File: src/rtl/imm_encode_loader_if.sv
// Field-bundle input stream and encoded-word output stream of imm_encode_loader.
// The master side produces bundles and consumes words; the slave side is the loader.
interface imm_encode_loader_if #(
  parameter int unsigned ADDR_WIDTH = 12
);
  logic                  in_valid;
  logic                  in_ready;
  logic [6:0]            in_op;
  logic [4:0]            in_rd;
  logic [2:0]            in_funct3;
  logic [4:0]            in_rs1;
  logic [4:0]            in_rs2;
  logic [6:0]            in_funct7;
  logic [31:0]           in_imm;
  logic [2:0]            in_immsrc;
  logic                  out_valid;
  logic                  out_ready;
  logic [31:0]           out_instr;
  logic [ADDR_WIDTH-1:0] out_addr;

  modport master (
    output in_valid, in_op, in_rd, in_funct3, in_rs1, in_rs2, in_funct7, in_imm, in_immsrc,
    input  in_ready,
    input  out_valid, out_instr, out_addr,
    output out_ready
  );

  modport slave (
    input  in_valid, in_op, in_rd, in_funct3, in_rs1, in_rs2, in_funct7, in_imm, in_immsrc,
    output in_ready,
    output out_valid, out_instr, out_addr,
    input  out_ready
  );
endinterface

File: src/rtl/imm_encode_loader.sv
// Instruction word assembler: range-checks and packs an immediate into RISC-V
// bit positions, buffers finished words in a FIFO and streams them with byte addresses.
module imm_encode_loader #(
  parameter int unsigned ADDR_WIDTH = 12,
  parameter int unsigned FIFO_DEPTH = 4
) (
  input  logic                  clk,
  input  logic                  rst,
  imm_encode_loader_if.slave    bus,
  input  logic                  addr_load,
  input  logic [ADDR_WIDTH-1:0] addr_base,
  output logic                  err_sticky,
  output logic [7:0]            err_count,
  input  logic                  err_clr
);

  localparam int unsigned PTR_W = (FIFO_DEPTH > 1) ? $clog2(FIFO_DEPTH) : 1;
  localparam int unsigned CNT_W = PTR_W + 1;
  localparam logic [7:0]  ERR_MAX = 8'hFF;

  logic                  r_s1_valid;
  logic                  r_s1_ok;
  logic [31:0]           r_s1_word;
  logic [31:0]           r_mem [FIFO_DEPTH];
  logic [PTR_W-1:0]      r_wptr;
  logic [PTR_W-1:0]      r_rptr;
  logic [CNT_W-1:0]      r_count;
  logic                  r_out_valid;
  logic                  r_in_ready;
  logic [ADDR_WIDTH-1:0] r_addr;
  logic                  r_err_sticky;
  logic [7:0]            r_err_count;

  logic                  w_fire;
  logic                  w_push;
  logic                  w_drop;
  logic                  w_pop;
  logic [CNT_W-1:0]      w_count_nxt;
  logic [31:0]           w_word;
  logic                  w_ok;
  logic                  w_sx11;
  logic                  w_sx12;
  logic                  w_sx20;
  logic [31:0]           w_i;

  assign w_fire      = bus.in_valid & r_in_ready;
  assign w_push      = r_s1_valid & r_s1_ok;
  assign w_drop      = r_s1_valid & ~r_s1_ok;
  assign w_pop       = r_out_valid & bus.out_ready;
  assign w_count_nxt = r_count + CNT_W'(w_push) - CNT_W'(w_pop);

  // Sign-extension checks: upper immediate bits must all equal the format's sign bit.
  assign w_i    = bus.in_imm;
  assign w_sx11 = (&w_i[31:11]) | ~(|w_i[31:11]);
  assign w_sx12 = (&w_i[31:12]) | ~(|w_i[31:12]);
  assign w_sx20 = (&w_i[31:20]) | ~(|w_i[31:20]);

  // Field packing and range check for the bundle currently on the input.
  always_comb begin
    w_word = '0;
    w_ok   = 1'b0;
    case (bus.in_immsrc)
      3'd0: begin
        w_word = {w_i[11:0], bus.in_rs1, bus.in_funct3, bus.in_rd, bus.in_op};
        w_ok   = w_sx11;
      end
      3'd1: begin
        w_word = {w_i[12], w_i[10:5], bus.in_rs2, bus.in_rs1, bus.in_funct3,
                  w_i[4:1], w_i[11], bus.in_op};
        w_ok   = ~w_i[0] & w_sx12;
      end
      3'd2: begin
        w_word = {w_i[11:5], bus.in_rs2, bus.in_rs1, bus.in_funct3, w_i[4:0], bus.in_op};
        w_ok   = w_sx11;
      end
      3'd3: begin
        w_word = {w_i[20], w_i[10:1], w_i[11], w_i[19:12], bus.in_rd, bus.in_op};
        w_ok   = ~w_i[0] & w_sx20;
      end
      3'd4: begin
        w_word = {w_i[31:12], bus.in_rd, bus.in_op};
        w_ok   = ~(|w_i[11:0]);
      end
      3'd5: begin
        w_word = {bus.in_funct7, bus.in_rs2, bus.in_rs1, bus.in_funct3, bus.in_rd, bus.in_op};
        w_ok   = 1'b1;
      end
      default: begin
        w_word = '0;
        w_ok   = 1'b0;
      end
    endcase
  end

  // S1 stage: one encoded word in flight, drained into the FIFO on the following edge.
  always_ff @(posedge clk or negedge rst) begin
    if (!rst) begin
      r_s1_valid <= 1'b0;
      r_s1_ok    <= 1'b0;
      r_s1_word  <= '0;
    end else begin
      r_s1_valid <= w_fire;
      if (w_fire) begin
        r_s1_ok   <= w_ok;
        r_s1_word <= w_word;
      end
    end
  end

  // Output FIFO; in_ready reserves a slot for the word sitting in S1.
  always_ff @(posedge clk or negedge rst) begin
    if (!rst) begin
      for (int unsigned k = 0; k < FIFO_DEPTH; k++) begin
        r_mem[k] <= '0;
      end
      r_wptr      <= '0;
      r_rptr      <= '0;
      r_count     <= '0;
      r_out_valid <= 1'b0;
      r_in_ready  <= 1'b0;
    end else begin
      if (w_push) begin
        r_mem[r_wptr] <= r_s1_word;
        r_wptr        <= r_wptr + PTR_W'(1);
      end
      if (w_pop) begin
        r_rptr <= r_rptr + PTR_W'(1);
      end
      r_count     <= w_count_nxt;
      r_out_valid <= (w_count_nxt != '0);
      r_in_ready  <= (w_count_nxt + CNT_W'(w_fire)) < CNT_W'(FIFO_DEPTH);
    end
  end

  // Byte address of the head word; a load overrides the post-pop increment.
  always_ff @(posedge clk or negedge rst) begin
    if (!rst) begin
      r_addr <= '0;
    end else if (addr_load) begin
      r_addr <= addr_base & ~ADDR_WIDTH'(3);
    end else if (w_pop) begin
      r_addr <= r_addr + ADDR_WIDTH'(4);
    end
  end

  // Dropped-bundle tracking; clear dominates a coincident drop.
  always_ff @(posedge clk or negedge rst) begin
    if (!rst) begin
      r_err_sticky <= 1'b0;
      r_err_count  <= '0;
    end else if (err_clr) begin
      r_err_sticky <= 1'b0;
      r_err_count  <= '0;
    end else if (w_drop) begin
      r_err_sticky <= 1'b1;
      if (r_err_count != ERR_MAX) begin
        r_err_count <= r_err_count + 8'd1;
      end
    end
  end

  assign bus.in_ready  = r_in_ready;
  assign bus.out_valid = r_out_valid;
  assign bus.out_instr = r_mem[r_rptr];
  assign bus.out_addr  = r_addr;
  assign err_sticky    = r_err_sticky;
  assign err_count     = r_err_count;

endmodule

File: src/flat_wrapper.sv
// flat-port wrapper written by rule: the top's interface ports become plain ports
module imm_encode_loader_flat 
#(
  parameter int unsigned ADDR_WIDTH = 12,
  parameter int unsigned FIFO_DEPTH = 4
)
  (clk, rst, addr_load, addr_base, err_sticky, err_count, err_clr, bus_in_valid, bus_in_op, bus_in_rd, bus_in_funct3, bus_in_rs1, bus_in_rs2, bus_in_funct7, bus_in_imm, bus_in_immsrc, bus_in_ready, bus_out_valid, bus_out_instr, bus_out_addr, bus_out_ready);
  imm_encode_loader_if #(.ADDR_WIDTH(ADDR_WIDTH)) bus_i ();
  input  logic clk;
  input  logic rst;
  input  logic addr_load;
  input  logic [ADDR_WIDTH-1:0] addr_base;
  output logic err_sticky;
  output logic [7:0] err_count;
  input  logic err_clr;
  input wire logic [$bits(bus_i.in_valid)-1:0] bus_in_valid;
  input wire logic [$bits(bus_i.in_op)-1:0] bus_in_op;
  input wire logic [$bits(bus_i.in_rd)-1:0] bus_in_rd;
  input wire logic [$bits(bus_i.in_funct3)-1:0] bus_in_funct3;
  input wire logic [$bits(bus_i.in_rs1)-1:0] bus_in_rs1;
  input wire logic [$bits(bus_i.in_rs2)-1:0] bus_in_rs2;
  input wire logic [$bits(bus_i.in_funct7)-1:0] bus_in_funct7;
  input wire logic [$bits(bus_i.in_imm)-1:0] bus_in_imm;
  input wire logic [$bits(bus_i.in_immsrc)-1:0] bus_in_immsrc;
  output wire logic [$bits(bus_i.in_ready)-1:0] bus_in_ready;
  output wire logic [$bits(bus_i.out_valid)-1:0] bus_out_valid;
  output wire logic [$bits(bus_i.out_instr)-1:0] bus_out_instr;
  output wire logic [$bits(bus_i.out_addr)-1:0] bus_out_addr;
  input wire logic [$bits(bus_i.out_ready)-1:0] bus_out_ready;
  assign bus_i.in_valid = bus_in_valid;
  assign bus_i.in_op = bus_in_op;
  assign bus_i.in_rd = bus_in_rd;
  assign bus_i.in_funct3 = bus_in_funct3;
  assign bus_i.in_rs1 = bus_in_rs1;
  assign bus_i.in_rs2 = bus_in_rs2;
  assign bus_i.in_funct7 = bus_in_funct7;
  assign bus_i.in_imm = bus_in_imm;
  assign bus_i.in_immsrc = bus_in_immsrc;
  assign bus_in_ready = bus_i.in_ready;
  assign bus_out_valid = bus_i.out_valid;
  assign bus_out_instr = bus_i.out_instr;
  assign bus_out_addr = bus_i.out_addr;
  assign bus_i.out_ready = bus_out_ready;
  imm_encode_loader #(.ADDR_WIDTH(ADDR_WIDTH), .FIFO_DEPTH(FIFO_DEPTH)) u_core (.clk(clk), .rst(rst), .bus(bus_i), .addr_load(addr_load), .addr_base(addr_base), .err_sticky(err_sticky), .err_count(err_count), .err_clr(err_clr));
endmodule
File: config.mk
export PLATFORM = sky130hd
export DESIGN_NAME = imm_encode_loader_flat
export DESIGN_NICKNAME = d
export VERILOG_FILES = /design/src/rtl/imm_encode_loader_if.sv /design/src/rtl/imm_encode_loader.sv /design/src/flat_wrapper.sv
export SDC_FILE = /design/constraint.sdc
export NUM_CORES = 1
export LEC_CHECK = 0
export CAP_MARGIN = 25
export CELL_PAD_IN_SITES_DETAIL_PLACEMENT = 1
export CELL_PAD_IN_SITES_GLOBAL_PLACEMENT = 1
export CORE_MARGIN = 2
export CORE_UTILIZATION = 45
export DETAILED_ROUTE_END_ITERATION = 12
export GPL_ROUTABILITY_DRIVEN = 0
export MAX_ROUTING_LAYER = met4
export PLACE_DENSITY = 0.82
export SYNTH_ARGS = -nofsm -noshare
export SYNTH_HDL_FRONTEND = slang
export SYNTH_SLANG_ARGS = --single-unit
File: constraint.sdc
create_clock -name clk -period 7.6 [get_ports clk]
set_input_delay 0.76 -clock clk [delete_from_list [all_inputs] [get_ports clk]]
set_output_delay 0.76 -clock clk [all_outputs]
set_load 0.03 [all_outputs]
==> results of run 1 <==
-- per-layer routing --
metal,GRT usage [%],up-vias,share of wire (%)
met4,6.226,0,1.2
li1,-,2743,-
met5,-,-,0
met1,31.34,3274,45
met3,4.573,22,4.0
met2,38.74,181,50
-- worst max-delay path, stage by stage (launching register included) --
cell	delay, ns
dfrtp_2	0.34
buf_4	0.58
mux4_2	0.65
clkdlybuf4s50_1	0.62
-- final cells by class --
| type | instances | area, µm² |
|---|---|---|
| antenna | 2 | 5.005 |
| inverter | 9 | 33.78 |
| multi-input combinational | 432 | 4483 |
| fill | 2083 | 9303 |
| clock inverter | 13 | 165.2 |
| tap | 275 | 344.1 |
| timing repair buffer | 142 | 1423 |
| clock buffer | 19 | 442.9 |
| sequential | 190 | 4756 |
-- final timing paths --
path	slack, ns	from	end	cells after the start
worst max register to register	4.99	u_core.r_s1_ok	u_core.bus.out_valid	8
max in group asynchronous	5.95	rst	u_core.r_s1_word[28]	3
min in group clk	0.51	u_core.err_sticky	u_core.err_sticky	2
worst max-delay path	4.18	u_core.r_rptr[0]	bus_out_instr[23]	3
worst min register to register	0.51	u_core.err_sticky	u_core.err_sticky	2
worst min-delay path	0.46	rst	u_core.r_mem[1]	1
-- where the power goes --
part,internal (mW),switching (mW),total (mW)
registers,1.23,0.221,1.45
clock network,0.528,0.395,0.922
logic,0.511,0.502,1.01
total,2.27,1.12,3.39
-- logic make-up (layout without fill, tap and decap cells) --
family | Yosys count | count (layout) | share of synthesized area, %
other cells | 1 | 4 | 0.03905
buf+inv | 56 | 183 | 3.844
compound gates | 121 | 121 | 8.326
xor+xnor | 21 | 21 | 1.915
fa+ha+maj | 9 | 9 | 1.251
mux | 180 | 180 | 29.45
flops | 190 | 190 | 49.51
simple gates | 99 | 99 | 5.668
-- layout by cell type, fill, tap and decap left out, types with 9 or more instances in the layout --
| master | synthesis | layout |
|---|---|---|
| mux2_2 | 20 | 20 |
| mux4_2 | 32 | 32 |
| nand4_1 | 11 | 11 |
| nor2_1 | 13 | 13 |
| dfrtp_1 | 190 | 189 |
| a22oi_1 | 20 | 20 |
| a21oi_1 | 29 | 29 |
| o21ai_0 | 20 | 20 |
| a22o_1 | 9 | 9 |
| clkdlybuf4s50_1 | 0 | 133 |
| clkbuf_16 | 0 | 17 |
| o221ai_1 | 13 | 13 |
| o21a_1 | 14 | 14 |
| nand2_1 | 29 | 29 |
| mux2_4 | 120 | 120 |
| xor2_1 | 13 | 13 |
| nor2b_1 | 9 | 9 |
-- synth_stat cells (9+ instances only) --
library cell,instances
clkbuf_1,10
nor2b_1,9
nand4_1,11
nor2_1,13
o221ai_1,13
o21ai_0,20
a22oi_1,20
o21a_1,14
mux4_2,32
xor2_1,13
mux2_4,120
a21oi_1,29
buf_2,13
a22o_1,9
buf_6,15
dfrtp_1,190
mux2_2,20
nand2_1,29
-- per-stage QoR --
step / util [%] / setup WS (ns) / cell area [µm²] / std cells
floorplan: - / 4.814 / 9607 / 678
global placement: 52.55 / 4.273 / 11010 / 1047
detailed placement: 52.55 / 4.175 / 11010 / 1047
CTS: 55.45 / 4.134 / 11620 / 1079
global route: 55.61 / 4.047 / 11650 / 1082
finish: 55.61 / 4.176 / 11650 / 1082
-- state kept, by name, indices dropped and copies added, names as in the netlist --
register,count
u_core.r_mem,128
u_core.bus.out_addr,10
u_core.r_count,3
u_core.bus.in_ready,1
u_core.err_sticky,1
u_core.r_rptr,2
u_core.r_wptr,2
u_core.err_count,8
u_core.r_s1_ok,1
u_core.r_s1_valid,1
u_core.bus.out_valid,1
u_core.r_s1_word,32
==> summary.md, run 1 <==
| Metric | Value |
|---|---|
| Final setup TNS | 0 ns |
| DR iter-0 viols | around 390 |
| Crit path capture type | primary output |
| Clock slew at reported path FFs | approximately 0.070 ns |
| Max Fanout on Critical Path | 34 |
| Clock Latency Late Sink | about 0.44 ns |
| Ys Warns | 0 |
| Yosys top cell by area | dfrtp_1 |
| Die Area | approximately 23000 µm² |
| Seq/Total Area, Yosys | between 40% and 50% |
| EDFF count, synth | 0 |
| GRT overflow | 0 |
| Critical Path RT | around 6.8 ns |
| Unrepaired setup endpoints after global routing | no |
| Vias in the first global route | between 6000 and 7000 |
| Arr. time, crit path | approximately 2.7 ns |
| Routed wire length | 25000 µm |
| Final setup fails | 0 |
| Clk buf depth | 2 |
| Outcome | complete, no violations |
| Hold Crit Class | input pin to async pin |
| H-Tree Level Count | 4 |
| Worst Skew | between 0.009 and 0.01 ns |
| Root buffer cell | clkbuf_16 |
| Period utilization | ~45% |
| Max_slew headroom | 32.88% |
| Fin. Hold Viols | 0 |
| Tmin final | approximately 3.4 ns |
| Clock Sinks | between 150 and 200 |
| Initial core utilization | between 40% and 50% |
| Hold buffers post-CTS | 0 |
| CTS tree | built |
| Total Nets Final | between 800 and 900 |
| Max Cap Violations | 0 |
| Initial DRT Pass Iterations | 5 |
| Synth Cell Area | between 9000 and 10000 µm² |
| Post-CTS Setup Bufs | 0 |
| Maximum vdd drop | roughly 0.00013 V |
| Power per standard cell area | about 290 nW/µm² |
| Chip height | about 150 µm |
| Gr usage total | 23.98% |
| Top cells by area, synth | dfrtp_1 (50%), mux2_4 (19%), mux4_2 (7.5%) |
| Post-synth cell types | between 40 and 50 |
| # DRC | 0 |
| Share of cells above drive strength 1 | 27.45% |
| CTS resizes | 0 |
| Asr flop ratio synth | 100.0% |
| Syn Inst Count | about 680 |
| Final Max Slew Viols | 0 |
| Worst Hold Margin | approximately 0.46 ns |
| PortBufs | roughly 140 |
| Wire length per cell | ~23 µm |
| Cell Rows | 53 |
| Total power | 3.385 mW |
| Synth-to-Final Area Change | 21.34% |
| Vias | 6220 |
| Routed Antenna Nets | 0 |
| Leak | about 5.5 nW |
| Worst-margin pin slew | slightly above 1 ns |
| Setup CP Type | flip-flop to primary output |
| Initial antenna violation count | 2 |
| HPWL Detailed | between 15000 and 20000 µm |
| Largest net degree at the start of global routing | 107 |
| Max Freq | approximately 0.3 GHz |
| Total CTS buffers | 17 |
| Die X | 150.1 µm |
| Post-synthesis average cell area | 14.18 µm² |
| Share of the synthesized area in the top cell type | roughly half |
| Synth Flop Type | dfrtp_1 |
| Critical Path Start Type | flip-flop |
| Vias/cell | 5.749 |
| First-pass GRT wire length | 39790 µm |
| Seq cells post-synth | between 150 and 200 |
| Core ar. | 20960 µm² |
| Io pins | 140 |
No activity file was read; power rests on OpenSTA's default activity.
==> run 2: changes to the inputs <==
==> constraint.sdc (replaced) <==
create_clock -name clk -period 3.3 [get_ports clk]
set_input_delay 0.33 -clock clk [delete_from_list [all_inputs] [get_ports clk]]
set_output_delay 0.33 -clock clk [all_outputs]
set_load 0.03 [all_outputs]
==> summary.md, run 2 (same netlist as run 1, synthesis figures left out) <==
| Metric | Value |
|---|---|
| Clk buf depth | 2 |
| Largest net degree at the start of global routing | 114 |
| Total CTS buffers | 17 |
| Initial core utilization | a little under half |
| Cell Rows | 53 |
| Worst Hold Margin | -0.01443 ns |
| Core ar. | between 20000 and 25000 µm² |
| Vias in the first global route | around 7000 |
| Io pins | 140 |
| Post-Layout Cell Count | approximately 1100 |
| Clock Sinks | between 150 and 200 |
| Worst-margin pin slew | roughly 0.92 ns |
| Max Cap Violations | 0 |
| Largest Register | u_core.r_mem |
| # DRC | 0 |
| Setup Slack @ Placement | around 0.36 ns |
| Vias | 6301 |
| CTS tree | built |
| PortBufs | approximately 140 |
| Most common cell after layout, fill and taps aside | dfrtp_1 |
| Die X | roughly 150 µm |
| Crit path capture type | primary output |
| Total Nets Final | between 800 and 900 |
| Initial DRT Pass Iterations | 4 |
| Max_slew headroom | approximately two fifths |
| Setup CP Type | flip-flop to primary output |
| Wire length per cell | around 24 µm |
| GRT overflow | 0 |
| Arr. time, crit path | about 2.7 ns |
| CP max stage cell | dfrtp_2 |
| Final setup TNS | 0 ns |
| Unrepaired setup endpoints after global routing | no |
| Fin. Hold Viols | 7 |
| CTS resizes | 0 |
| Clock slew at reported path FFs | 0.07 ns |
| Power per standard cell area | 682.7 nW/µm² |
| Routed wire length | between 20000 and 30000 µm |
| Crit Reg-Reg Endpoint | u_core.bus.out_valid |
| Failing checks | negative hold slack |
| Post-CTS Setup Bufs | 0 |
| Maximum vdd drop | 0.0004238 V |
| Period utilization | between 90% and 100% |
| Crit-path cells | buf_4, mux4_2, clkdlybuf4s50_1 |
| H-Tree Level Count | 4 |
| Hold buffers post-CTS | 0 |
| Max reg flops | 128 |
| Total power | between 8 and 9 mW |
| Final Max Slew Viols | 0 |
| Gr usage total | between 20% and 30% |
| Routed Antenna Nets | 0 |
| Die Area | around 23000 µm² |
| Final setup fails | 0 |
| Worst R2R Start | u_core.bus.out_valid |
| Vias/cell | 5.802 |
| Synth-to-Final Area Change | 22.03% |
| Worst Skew | 0.01508 ns |
| Max Freq | ~0.33 GHz |
| Hold Crit Class | input pin to async pin |
| Max Fanout on Critical Path | 16 |
| Critical Path Start Type | flip-flop |
| Critical Path RT | 2.97 ns |
| Clock Latency Late Sink | ~0.44 ns |
| Chip height | ~150 µm |
| DR iter-0 viols | 377 |
| Placed cells | around 1100 |
| Commonest non-fill, non-tap cells in the layout | dfrtp_1 (189), clkdlybuf4s50_1 (133), mux2_4 (120) |
| Leak | roughly 5.5 nW |
| Root buffer cell | clkbuf_16 |
| HPWL Detailed | about 17000 µm |
| Outcome | finished, violations left |
| Crit path max-delay family | buffers and inverters |
| CP max stage delay | approximately 0.74 ns |
| Reg2Reg Depth | 10 |
| Share of cells above drive strength 1 | approximately 28% |
| Tmin final | about 3.1 ns |
| CP bufs+invs | 2 |
| R2R Setup Slk | ~0.74 ns |
| Final WS setup | 0.2495 ns |
| Ant. Diodes | 0 |
| Initial antenna violation count | 0 |
| First-pass GRT wire length | around 42000 µm |
==> run 2: worst max-delay path by stage <==
| stage | start | endpoint | depth (start not counted) |
|---|---|---|---|
| after floorplan | u_core.bus.out_valid | u_core.bus.out_valid | 11 |
| after global placement | bus_out_ready | u_core.bus.out_valid | 11 |
| after detailed placement | bus_out_ready | u_core.bus.out_valid | 11 |
| after CTS | u_core.r_rptr[0] | bus_out_instr[13] | 3 |
| after global routing | u_core.r_rptr[0] | bus_out_instr[13] | 3 |
| final | u_core.r_rptr[0] | bus_out_instr[13] | 3 |
==> run 2: through the flow <==
step / instance area (µm²) / utilization (%) / hold WS [ns]
2_1_floorplan: 9607 / - / 0.03441
3_3_place_gp: 11070 / 52.82 / 0.4824
3_5_place_dp: 11070 / 52.82 / 0.4898
4_1_cts: 11700 / 55.83 / 0.04930
5_1_grt: 11720 / 55.92 / 0.07010
6_report: 11720 / 55.92 / -0.01443
==> run 2: area by class of cell <==
class / instances / area [µm²]
fillers: 2053 / 9236
clock buffers: 19 / 442.9
well taps: 275 / 344.1
clock inverters: 13 / 186.4
flip-flops and latches: 190 / 4756
repair buffers: 148 / 1473
multi-input cells: 432 / 4483
inverters: 9 / 33.78
==> run 2: metal layers <==
metal / up-vias / wire length [µm] / part of all wire (%) / track usage (%)
met5: - / 0 / 0 / -
met4: 0 / 432 / 1.6 / 7.311
met3: 32 / 1238 / 4.7 / 3.933
met2: 200 / 13290 / 50 / 41.44
met1: 3316 / 11570 / 44 / 33.01
li1: 2753 / - / - / -
==> run 2: worst register-to-register path: cells and delay by family, from the launching register on <==
family | cells | cell delay [ns]
flops | 1 | 0.41
buf+inv | 3 | 0.24
fa+ha+maj | 3 | 0.87
xor+xnor | 2 | 0.41
simple gates | 2 | 0.50
==> run 2: power breakdown <==
part / switching [mW] / internal (mW)
registers: 0.614 / 2.83
clock network: 0.954 / 1.30
logic: 1.11 / 1.20
total: 2.67 / 5.33
==> run 3: changes to the inputs <==
--- a/config.mk
+++ b/config.mk
@@ -14,6 +14,7 @@
 export GPL_ROUTABILITY_DRIVEN = 0
 export MAX_ROUTING_LAYER = met4
 export PLACE_DENSITY = 0.82
+export REMOVE_ABC_BUFFERS = 1
 export SYNTH_ARGS = -nofsm -noshare
 export SYNTH_HDL_FRONTEND = slang
 export SYNTH_SLANG_ARGS = --single-unit
==> summary.md, run 3 (same netlist as run 1, synthesis figures left out) <==
| Metric | Value |
|---|---|
| Outcome | complete, no violations |
| Final Max Slew Viols | 0 |
| Tmin final | roughly 2.9 ns |
| CP Launch Point | u_core.r_rptr[0] |
| Leak | about 5.5 nW |
| Die Area | between 20000 and 25000 µm² |
| Hold Crit Class | input pin to flip-flop |
| Commonest non-fill, non-tap cells in the layout | dfrtp_1 (189), clkdlybuf4s50_1 (133), mux2_4 (120) |
| Final setup fails | 0 |
| Vias/cell | 5.686 |
| Hold Path Cell Cnt | 3 |
| Cell Rows | 53 |
| Crit path depth | 3 |
| Total power | approximately 7.8 mW |
| Crit-path cells | buf_12, mux4_2, clkdlybuf4s50_1 |
| First-pass GRT wire length | 40470 µm |
| Max Freq | around 0.35 GHz |
| Setup CP Type | flip-flop to primary output |
| Clock slew at reported path FFs | roughly 0.070 ns |
| Post-Layout Cell Count | 1085 |
| Synth-to-Final Area Change | 21.92% |
| Max_slew headroom | 33.04% |
| CP bufs+invs | 2 |
| Vias in the first global route | between 6000 and 7000 |
| Clk buf depth | 2 |
| Wire length per cell | ~24 µm |
| Clock Latency Late Sink | between 0.4 and 0.5 ns |
| Initial antenna violation count | 1 |
| Unrepaired setup endpoints after global routing | no |
| Fill count | 2055 |
| Die X | 150.1 µm |
| Max reg flops | approximately 130 |
| Initial DRT Pass Iterations | 4 |
| CTS tree | built |
| Area post-placement | approximately 11000 µm² |
| Worst R2R Start | u_core.r_s1_ok |
| Power per standard cell area | between 600 and 700 nW/µm² |
| Max Cap Violations | 0 |
| Setup Slack @ Placement | 0.3234 ns |
| Vias | a little over 6000 |
| Worst-margin pin slew | approximately 1 ns |
| Fin. Hold Viols | 0 |
| Routed wire length | 25830 µm |
| Total Nets Final | just under 900 |
| Reg2Reg Depth | 8 |
| Crit path max-delay family | buffers and inverters |
| Critical Path RT | 2.97 ns |
| Most common cell after layout, fill and taps aside | dfrtp_1 |
| Final WS setup | 0.4098 ns |
| Root buffer cell | clkbuf_16 |
| PortBufs | around 140 |
| Period utilization | a little under 90% |
| Initial core utilization | 45.83% |
| CP max stage delay | about 0.66 ns |
| # DRC | 0 |
| CP max stage cell | dfrtp_2 |
| H-Tree Level Count | 4 |
| Worst Hold Margin | 0.4485 ns |
| DR iter-0 viols | 347 |
| Io pins | between 100 and 150 |
| Clock Sinks | 190 |
| Worst Skew | 0.01516 ns |
| Final setup TNS | 0 ns |
| Largest net degree at the start of global routing | 87 |
| Crit path capture type | primary output |
| Core ar. | about 21000 µm² |
| GRT overflow | 0 |
| Largest Register | u_core.r_mem |
| Arr. time, crit path | around 2.6 ns |
| Max Fanout on Critical Path | 18 |
| Routed Antenna Nets | 0 |
| Crit Reg-Reg Endpoint | u_core.bus.out_valid |
| Gr usage total | around a quarter |
| Chip height | about 150 µm |
| Final Core Density | about 56% |
| Placed cells | roughly 1100 |
| Maximum vdd drop | approximately 0.00031 V |
| Worst setup path endpoint | bus_out_instr[30] |
| Share of cells above drive strength 1 | between 20% and 30% |
| Total CTS buffers | 17 |
| Finished Cell Area | around 12000 µm² |
| R2R Setup Slk | 0.62 ns |
| HPWL Detailed | about 17000 µm |
| Critical Path Start Type | flip-flop |
[run 3: final cells by class]
cell class	count	area, µm²	area share [%]
Timing Repair Buffer	146	1473	12.58
Clock inverter	13	162.7	1.389
Clock buffer	19	452.9	3.869
Tap cell	275	344.1	2.939
Inverter	9	33.78	0.2886
Antenna cell	1	2.502	0.02137
Multi-Input combinational cell	432	4483	38.29
Sequential cell	190	4756	40.62
[run 3: worst register-to-register path: stages (launching register included)]
cell and delay (ns):
dfrtp_1 0.46, and2_1 0.52, ha_1 0.26, inv_1 0.06, fa_1 0.40, xor2_1 0.17
xnor2_1 0.26, inv_1 0.12, or3_1 0.33
[run 3: timing repair]
item	4_1_cts	5_1_grt
hold buffers	1	0
endpoints found under the hold margin	84	0
gates resized for setup	0	0
buffers inserted	0	0
setup endpoints to repair	0	0
[run 3: worst min path at each step]
stage	to	startpoint	slack [ns]
2_1_floorplan	u_core.bus.in_ready	rst	0.03
3_3_place_gp	u_core.r_mem[70]	rst	0.41
3_5_place_dp	u_core.r_mem[38]	rst	0.42
4_1_cts	u_core.bus.out_addr[11]	addr_base[11]	0.44
5_1_grt	u_core.bus.out_addr[7]	addr_base[7]	0.46
6_report	u_core.bus.out_addr[11]	addr_base[11]	0.45
[run 3: layer usage]
metal	part of all wire, %	GRT usage, %
met5	0	-
met3	4.0	4.268
met2	52	41.64
met4	3.0	10.38
met1	41	29.32
[run 3: power by group]
| group | switching (mW) | internal [mW] | total [mW] |
|---|---|---|---|
| logic | 1.10 | 1.20 | 2.30 |
| registers | 0.544 | 2.83 | 3.38 |
| clock network | 0.924 | 1.24 | 2.16 |
| total | 2.57 | 5.27 | 7.84 |
